### config.mk
export PLATFORM = sky130hd
export DESIGN_NAME = sdnet_to_mtpsa
export DESIGN_NICKNAME = d
export VERILOG_FILES = /design/src/rtl/sdnet_to_mtpsa_pkg.sv /design/src/rtl/sdnet_to_mtpsa_tuple_fifo.sv /design/src/rtl/sdnet_to_mtpsa.sv
export SDC_FILE = /design/constraint.sdc
export NUM_CORES = 2
export LEC_CHECK = 0
export ABC_CLOCK_PERIOD_IN_PS = 8560
export BUFFER_PORTS_ARGS = -buffer_cell sky130_fd_sc_hd__buf_4
export CAP_MARGIN = 25
export CORE_AREA = 8 8 455 457
export DETAILED_ROUTE_END_ITERATION = 10
export DIE_AREA = 0 0 463 465
export GPL_TIMING_DRIVEN = 0
export PLACE_DENSITY = 0.88
export SLEW_MARGIN = 25
export SYNTH_ARGS = -nofsm -noshare
export SYNTH_HDL_FRONTEND = slang
export SYNTH_SLANG_ARGS = --single-unit
### constraint.sdc
create_clock -name axis_aclk -period 8.56 [get_ports axis_aclk]
set_input_delay 0.428 -clock axis_aclk [delete_from_list [all_inputs] [get_ports axis_aclk]]
set_output_delay 0.428 -clock axis_aclk [all_outputs]
set_load 0.02 [all_outputs]
### src/rtl/sdnet_to_mtpsa_pkg.sv
// Shared types and constants for the SDNet -> SUME output adapter.
package sdnet_to_mtpsa_pkg;

   // Packet FSM: IDLE waits for a first beat with a queued tuple; PKT carries the held tuple
   typedef enum logic {
      IDLE = 1'b0,
      PKT  = 1'b1
   } state_t;

   // Field offsets inside the metadata tuple (low bits of m_axis_tuser)
   localparam int PKT_LEN_LSB  = 0;
   localparam int SRC_PORT_LSB = 16;
   localparam int DST_PORT_LSB = 24;
   localparam int SEND_DIG_LSB = 32;

   // Default tuple widths produced by the SDNet user switch
   localparam int SDNET_TUPLE_WIDTH  = 40;
   localparam int SDNET_DIGEST_WIDTH = 256;

endpackage

### src/rtl/sdnet_to_mtpsa_tuple_fifo.sv
// Synchronous FIFO holding {digest, meta} tuples until their packet starts.
// A push into a full FIFO is accepted only when a pop happens in the same cycle;
// otherwise it is dropped and reported on drop for one cycle.
module sdnet_to_mtpsa_tuple_fifo #(
   parameter int WIDTH = 296,
   parameter int DEPTH = 4
) (
   input  logic                       clk,
   input  logic                       rst_n,
   input  logic                       push,
   input  logic [WIDTH-1:0]           din,
   input  logic                       pop,
   output logic [WIDTH-1:0]           dout,
   output logic                       full,
   output logic                       empty,
   output logic                       drop,
   output logic [$clog2(DEPTH):0]     count
);

   localparam int AW = $clog2(DEPTH);
   localparam int CW = AW + 1;

   logic [WIDTH-1:0] mem [DEPTH];
   logic [AW-1:0]    wr_ptr;
   logic [AW-1:0]    rd_ptr;
   logic             do_push;
   logic             do_pop;

   assign full    = (count == CW'(DEPTH));
   assign empty   = (count == '0);
   assign do_pop  = pop && !empty;
   assign do_push = push && (!full || do_pop);
   assign drop    = push && full && !do_pop;
   // Head is read straight from storage; a fresh push is never visible before the next cycle
   assign dout    = mem[rd_ptr];

   // Pointer and occupancy bookkeeping
   always_ff @(posedge clk or negedge rst_n) begin
      if (!rst_n) begin
         wr_ptr <= '0;
         rd_ptr <= '0;
         count  <= '0;
      end else begin
         if (do_push) wr_ptr <= wr_ptr + 1'b1;
         if (do_pop)  rd_ptr <= rd_ptr + 1'b1;
         count <= count + CW'(do_push) - CW'(do_pop);
      end
   end

   // Tuple storage; contents are don't-care until written
   always_ff @(posedge clk) begin
      if (do_push) mem[wr_ptr] <= din;
   end

endmodule

### src/rtl/sdnet_to_mtpsa.sv
// Output adapter from the SDNet user switch to the SUME AXI-Stream fabric.
// Queues per-packet tuples, stamps the head tuple on every beat of its packet
// as m_axis_tuser, and re-times the stream through a 2-entry skid buffer.
// Optional: define SDNET_TO_MTPSA_STATS_EN to add pkt_count / tuple_drop_count.
module sdnet_to_mtpsa
   import sdnet_to_mtpsa_pkg::*;
#(
   parameter int C_AXIS_DATA_WIDTH = 256,
   parameter int TUPLE_WIDTH       = SDNET_TUPLE_WIDTH,
   parameter int DIGEST_WIDTH      = SDNET_DIGEST_WIDTH,
   parameter int TUPLE_FIFO_DEPTH  = 4
) (
   input  logic                                  axis_aclk,
   input  logic                                  axis_resetn,
   input  logic [C_AXIS_DATA_WIDTH-1:0]          s_sdnet_tdata,
   input  logic [C_AXIS_DATA_WIDTH/8-1:0]        s_sdnet_tkeep,
   input  logic                                  s_sdnet_tvalid,
   output logic                                  s_sdnet_tready,
   input  logic                                  s_sdnet_tlast,
   input  logic                                  tuple_valid,
   input  logic [TUPLE_WIDTH-1:0]                tuple_meta,
   input  logic [DIGEST_WIDTH-1:0]               tuple_digest,
   output logic [C_AXIS_DATA_WIDTH-1:0]          m_axis_tdata,
   output logic [C_AXIS_DATA_WIDTH/8-1:0]        m_axis_tkeep,
   output logic [DIGEST_WIDTH+TUPLE_WIDTH-1:0]   m_axis_tuser,
   output logic                                  m_axis_tvalid,
   input  logic                                  m_axis_tready,
   output logic                                  m_axis_tlast,
   output logic                                  tuple_overflow,
   output logic [$clog2(TUPLE_FIFO_DEPTH):0]     tuple_fifo_count
`ifdef SDNET_TO_MTPSA_STATS_EN
   ,
   output logic [31:0]                           pkt_count,
   output logic [15:0]                           tuple_drop_count
`endif
);

   localparam int KW = C_AXIS_DATA_WIDTH / 8;
   localparam int UW = DIGEST_WIDTH + TUPLE_WIDTH;

   typedef struct packed {
      logic [C_AXIS_DATA_WIDTH-1:0] data;
      logic [KW-1:0]                keep;
      logic [UW-1:0]                user;
      logic                         last;
   } beat_t;

   state_t          state;
   state_t          state_n;
   logic [UW-1:0]   cur_tuser;
   logic [UW-1:0]   fifo_head;
   logic            fifo_empty;
   logic            fifo_full;
   logic            fifo_drop;
   logic            fifo_pop;
   logic            s_acc;
   logic            m_pop;
   beat_t           in_beat;
   beat_t           skid0;
   beat_t           skid1;
   logic [1:0]      skid_cnt;

   sdnet_to_mtpsa_tuple_fifo #(
      .WIDTH (UW),
      .DEPTH (TUPLE_FIFO_DEPTH)
   ) u_tuple_fifo (
      .clk   (axis_aclk),
      .rst_n (axis_resetn),
      .push  (tuple_valid),
      .din   ({tuple_digest, tuple_meta}),
      .pop   (fifo_pop),
      .dout  (fifo_head),
      .full  (fifo_full),
      .empty (fifo_empty),
      .drop  (fifo_drop),
      .count (tuple_fifo_count)
   );

   // Input ready depends only on registered state so m_axis_tready never reaches s_sdnet_tready
   assign s_sdnet_tready = (skid_cnt != 2'd2) && !((state == IDLE) && fifo_empty);
   assign s_acc          = s_sdnet_tvalid && s_sdnet_tready;
   assign fifo_pop       = s_acc && (state == IDLE);
   assign m_pop          = m_axis_tvalid && m_axis_tready;

   // The first beat takes the FIFO head directly; later beats reuse the latched copy
   assign in_beat.data = s_sdnet_tdata;
   assign in_beat.keep = s_sdnet_tkeep;
   assign in_beat.user = (state == IDLE) ? fifo_head : cur_tuser;
   assign in_beat.last = s_sdnet_tlast;

   assign m_axis_tvalid = (skid_cnt != 2'd0);
   assign m_axis_tdata  = skid0.data;
   assign m_axis_tkeep  = skid0.keep;
   assign m_axis_tuser  = skid0.user;
   assign m_axis_tlast  = skid0.last;

   // FSM state register and tuple latched at packet start
   always_ff @(posedge axis_aclk or negedge axis_resetn) begin
      if (!axis_resetn) begin
         state     <= IDLE;
         cur_tuser <= '0;
      end else begin
         state <= state_n;
         if (fifo_pop) cur_tuser <= fifo_head;
      end
   end

   // Next state: single-beat packets keep the FSM in IDLE
   always_comb begin
      state_n = state;
      case (state)
         IDLE:    if (s_acc && !s_sdnet_tlast) state_n = PKT;
         PKT:     if (s_acc && s_sdnet_tlast)  state_n = IDLE;
         default: state_n = IDLE;
      endcase
   end

   // Skid buffer: slot0 drives m_axis_*, slot1 catches the beat accepted while slot0 stalls
   always_ff @(posedge axis_aclk or negedge axis_resetn) begin
      if (!axis_resetn) begin
         skid0    <= '0;
         skid1    <= '0;
         skid_cnt <= 2'd0;
      end else begin
         if (m_pop)
            skid0 <= (skid_cnt == 2'd2) ? skid1 : in_beat;
         else if (s_acc && (skid_cnt == 2'd0))
            skid0 <= in_beat;
         if (s_acc && !m_pop && (skid_cnt == 2'd1))
            skid1 <= in_beat;
         skid_cnt <= skid_cnt + {1'b0, s_acc} - {1'b0, m_pop};
      end
   end

   // Sticky record of any tuple lost to a full FIFO
   always_ff @(posedge axis_aclk or negedge axis_resetn) begin
      if (!axis_resetn)   tuple_overflow <= 1'b0;
      else if (fifo_drop) tuple_overflow <= 1'b1;
   end

`ifdef SDNET_TO_MTPSA_STATS_EN
   // Packet counter wraps; drop counter saturates
   always_ff @(posedge axis_aclk or negedge axis_resetn) begin
      if (!axis_resetn) begin
         pkt_count        <= '0;
         tuple_drop_count <= '0;
      end else begin
         if (m_pop && skid0.last) pkt_count <= pkt_count + 32'd1;
         if (fifo_drop && (tuple_drop_count != 16'hFFFF))
            tuple_drop_count <= tuple_drop_count + 16'd1;
      end
   end
`endif

endmodule

==> summary.txt <==
Layout
  – Nets: 10300
  – Area growth, synth to finish: 27.3%
  – Final Util: 66.7%
  – Design Area, Final: about 0.13 mm^2
  – Layout cells sized above 1: 25.0%

Logic synthesis
  – Syn nets: 8240
  – Syn Inst Count: between 7000 and 8000
  – Synth Register Bits: about 2700
  – Syn avg cell area: ~14 um^2
  – Yosys warns: 0
  – Count of different cell masters after synthesis: 35
  – Largest family of logic cells by synthesized area: multiplexers
  – Post-Synth Simple-Gate Area: 8.49%
  – Post-synthesis compound-gate area fraction: under 10%
  – Sequential-to-total area share from yosys stat: between 60% and 70%
  – Most area-consuming cells after synthesis: dfrtp_1 (35%), edfxtp_1 (34%), mux4_2 (6.3%)
  – XOR/XNOR Fraction of Synth Area: less than 1%
  – Area share of fa/ha/maj cells after synthesis: less than 1%
  – Multiplexer share of the synthesized area: 12.3%
  – Mapped cell area: around 0.11 mm^2
  – Post-synth top area share: between 30% and 40%
  – Yosys top cell by area: dfrtp_1

Pwr
  – Net switching power: approximately 21 mW
  – Flop pwr share: between 30% and 40%
  – Power share of the clock group: between 20% and 30%
  – Sw Share: 39.0%
  – Peak VDD IR: about 0.29 mV
  – Combinational Power Share: 38.4%
  – PwrDens: between 400 and 500 mW/mm^2
  – Pint: about 33 mW
  – Leakage: between 50 and 60 nW

GRT
  – Number of global-route vias before repair: around 83000
  – Busiest grt layer: met2
  – Met1 Usage GRT: ~37%
  – Largest net degree at the start of global routing: about 140
  – Met3 usage: between 10% and 20%
  – Initial antenna violation count: 187
  – First-pass GRT wire length: 566000 um
  – Remaining global-route overflow: 0
  – Met2 Track Usage GR: roughly 58%
  – Total track usage: 35.6%

Clock tree
  – CTS Root Cell: clkbuf_16
  – CTS tree: built
  – Clock Latency Late Sink: roughly 950 ps
  – Max Buffers Root-to-Sink: 4
  – CTS HTree Levels: 5
  – Cts bufs inserted: 283
  – Post-CTS resize count: 0
  – Clk sinks: approximately 2700
  – Clk pin slew, worst setup/hold paths: approximately 60 ps

Detailed routing
  – Vias: between 80000 and 90000
  – DR iter-0 viols: about 12000
  – Final Routed Wirelength: between 400000 and 500000 um
  – Pre-antenna DRT Iters: 9
  – Post-route ant nets: 0
  – Residual DRC: 0
  – WL/cell: approximately 31 um
  – Vias per cell: ~6.3

Critical path
  – Reg-to-Reg End: m_axis_tuser[186]
  – CP peak stage delay: about 500 ps
  – Setup CP Type: register to primary output
  – CP dominant cell by count: buf_2
  – RR Startpoint: u_tuple_fifo.rd_ptr[1]
  – Setup crit end kind: primary output
  – Critical path peak fanout: 10
  – Reg2Reg Depth: 7
  – Register-to-Register Setup Slack: 5110 ps
  – Crit path DAT: roughly 3300 ps
  – Worst Path Required: slightly above 8000 ps
  – Critical Path End: s_sdnet_tready
  – CP cell instances: buf_2 > buf_2 > buf_2 > buf_2 > nor2_1 > a21oi_1 > buf_4
  – CP max stage cell: buf_2
  – Startpoint types: register

Placed design
  – Final GP Congestion: ~0.96
  – Hpwl dp: around 260000 um
  – Pre-CTS setup slack: between 5000 and 6000 ps
  – Input/output buffers: 1180
  – Placed Area: approximately 0.12 mm^2

STA
  – Tmin final: 3700 ps
  – Fin Setup TNS: 0 ps
  – Hold_ws: about 68 ps
  – Fmax: between 0.2 and 0.3 GHz
  – Final hold viol count: 0
  – Final setup fails: 0
  – Period utilisation layout: 43.2%
  – Final Max Slew Viols: 0
  – Final worst slack: 4860 ps
  – RSZ-0062 raised after global routing: false
  – Actual slew at the worst max-slew pin: 1110 ps
  – Clock skew: 91.0 ps
  – Worst slew margin: about a quarter

Floorplan
  – Starting Density: approximately 52%
  – Die ar.: 0.215 mm^2
  – Row cnt: 165
  – Height of the die: 465 um
  – Core area: roughly 0.2 mm^2
  – I/O pins: around 1200
  – Die X: 463 um

Worst hold path
  – HP Class: input port to asynchronous set/reset pin

Status
  – Status: finished, final reports clean

Flow run
  – Max-Cap Viols: 0
==> state kept, by name (all words and copies together) (netlist names), named ones only <==
name,count
u_tuple_fifo.mem,1184
cur_tuser,296
skid1,585
skid_cnt,2
m_axis_tdata,256
m_axis_tuser,296
m_axis_tlast,1
u_tuple_fifo.rd_ptr,2
u_tuple_fifo.count,3
u_tuple_fifo.wr_ptr,2
tuple_overflow,1
m_axis_tkeep,32
==> layout make-up <==
cell class,count,area (um^2)
diodes,163,408
plain buffers,525,2710
clock buffers,391,7980
clock inverters,98,1120
fillers,12500,66700
inverters,8,30.0
multi-input cells,4448,29800
flip-flops and latches,2661,72500
well taps,2672,3340
repair buffers,1812,15800
==> synth_stat cells (all sizes together) <==
| cell type | instances |
|---|---|
| nor2b | 1 |
| a41o | 1 |
| nor2 | 590 |
| mux2 | 290 |
| nand2 | 1763 |
| ha | 7 |
| o21ai | 298 |
| or3 | 1 |
| edfxtp | 1184 |
| xnor2 | 8 |
| inv | 8 |
| buf | 290 |
| o21a | 1 |
| and2 | 5 |
| or2 | 1 |
| fa | 1 |
| and3 | 1 |
| a21o | 296 |
| mux2i | 296 |
| nor3 | 1 |
| nand3b | 1 |
| o41ai | 1 |
| a211oi | 296 |
| clkbuf | 235 |
| a31oi | 289 |
| dfrtp | 1477 |
| or4 | 1 |
| a21oi | 2 |
| o311ai | 1 |
| mux4 | 296 |
==> power by group through the flow <==
| stage | sequential [mW] | combinational (mW) | clock, mW |
|---|---|---|---|
| CTS | 20.4 | 19.8 | 12.3 |
| global route | 21.0 | 21.7 | 12.9 |
| global placement | 20.5 | 18.1 | 0 |
| floorplan | 21.6 | 9.91 | 0 |
| finish | 20.8 | 20.7 | 12.4 |
| detailed placement | 20.5 | 19.1 | 0 |
==> stage by stage <==
stage	std cells	total power, mW
2_1_floorplan	7642	31.5
5_1_grt	12700	55.5
4_1_cts	12600	52.5
3_3_place_gp	11500	38.7
3_5_place_dp	11500	39.6
6_report	12800	53.9
==> repair_timing <==
action	CTS	global route
hold endpoints to repair	1955	0
hold buffers	588	0
buffers inserted	0	0
==> worst max-delay path, delay by kind of cell, from the launching register on <==
| kind | cells | cell delay (ps) |
|---|---|---|
| AO/OA/AOI/OAI | 1 | 190 |
| buffers and inverters | 5 | 1750 |
| flip-flops | 1 | 330 |
| AND/OR/NAND/NOR | 1 | 90 |
==> layout by cell type, fill, tap and decap left out, types with 9 or more instances in the layout <==
cell type and count:
o21ai_0 287, dlygate4sd3_1 588, nor2_1 590, diode_2 163
clkinv_1 19, mux2i_1 296, clkbuf_8 28, clkinvlp_4 11
mux2_2 270, clkbuf_1 297, buf_16 30, bufinv_16 22
a211oi_1 296, buf_2 195, edfxtp_1 1184, dfrtp_1 1477
o21ai_1 11, clkbuf_16 293, nand2_1 1763, mux2_1 20
buf_6 43, buf_4 1223, a21o_1 296, mux4_2 296
clkinv_2 33, a31oi_1 289, buf_12 12, buf_1 9
==> how the worst min path moves through the flow <==
stage | end | slack [ps] | depth (start not counted)
5_1_grt | skid1[364] | 90 | 2
2_1_floorplan | asynchronous set/reset pin | 130 | 0
3_3_place_gp | cur_tuser[276] | 460 | 2
3_5_place_dp | m_axis_tdata[43] | 400 | 1
4_1_cts | skid_cnt[0] | 50 | 4
6_report | m_axis_tdata[43] | 70 | 2
==> logic make-up (layout without fill, tap and decap cells) <==
| kind of cell | Yosys count | in the layout |
|---|---|---|
| AOI/OAI and AO/OA | 1185 | 1185 |
| xor gates and xnor gates | 8 | 8 |
| adders and majority gates | 8 | 8 |
| buffers and inverters | 533 | 2834 |
| DFF | 2661 | 2661 |
| muxes | 882 | 882 |
| other | 0 | 163 |
| and+or+nand+nor | 2365 | 2365 |
==> routing by layer <==
layer / wire [um] / vias up
li1: - / 31800
met1: 121000 / 39700
met2: 188000 / 7153
met3: 47300 / 2305
met4: 44900 / 24
met5: 147 / -
Power figures use the tool's default switching activity.
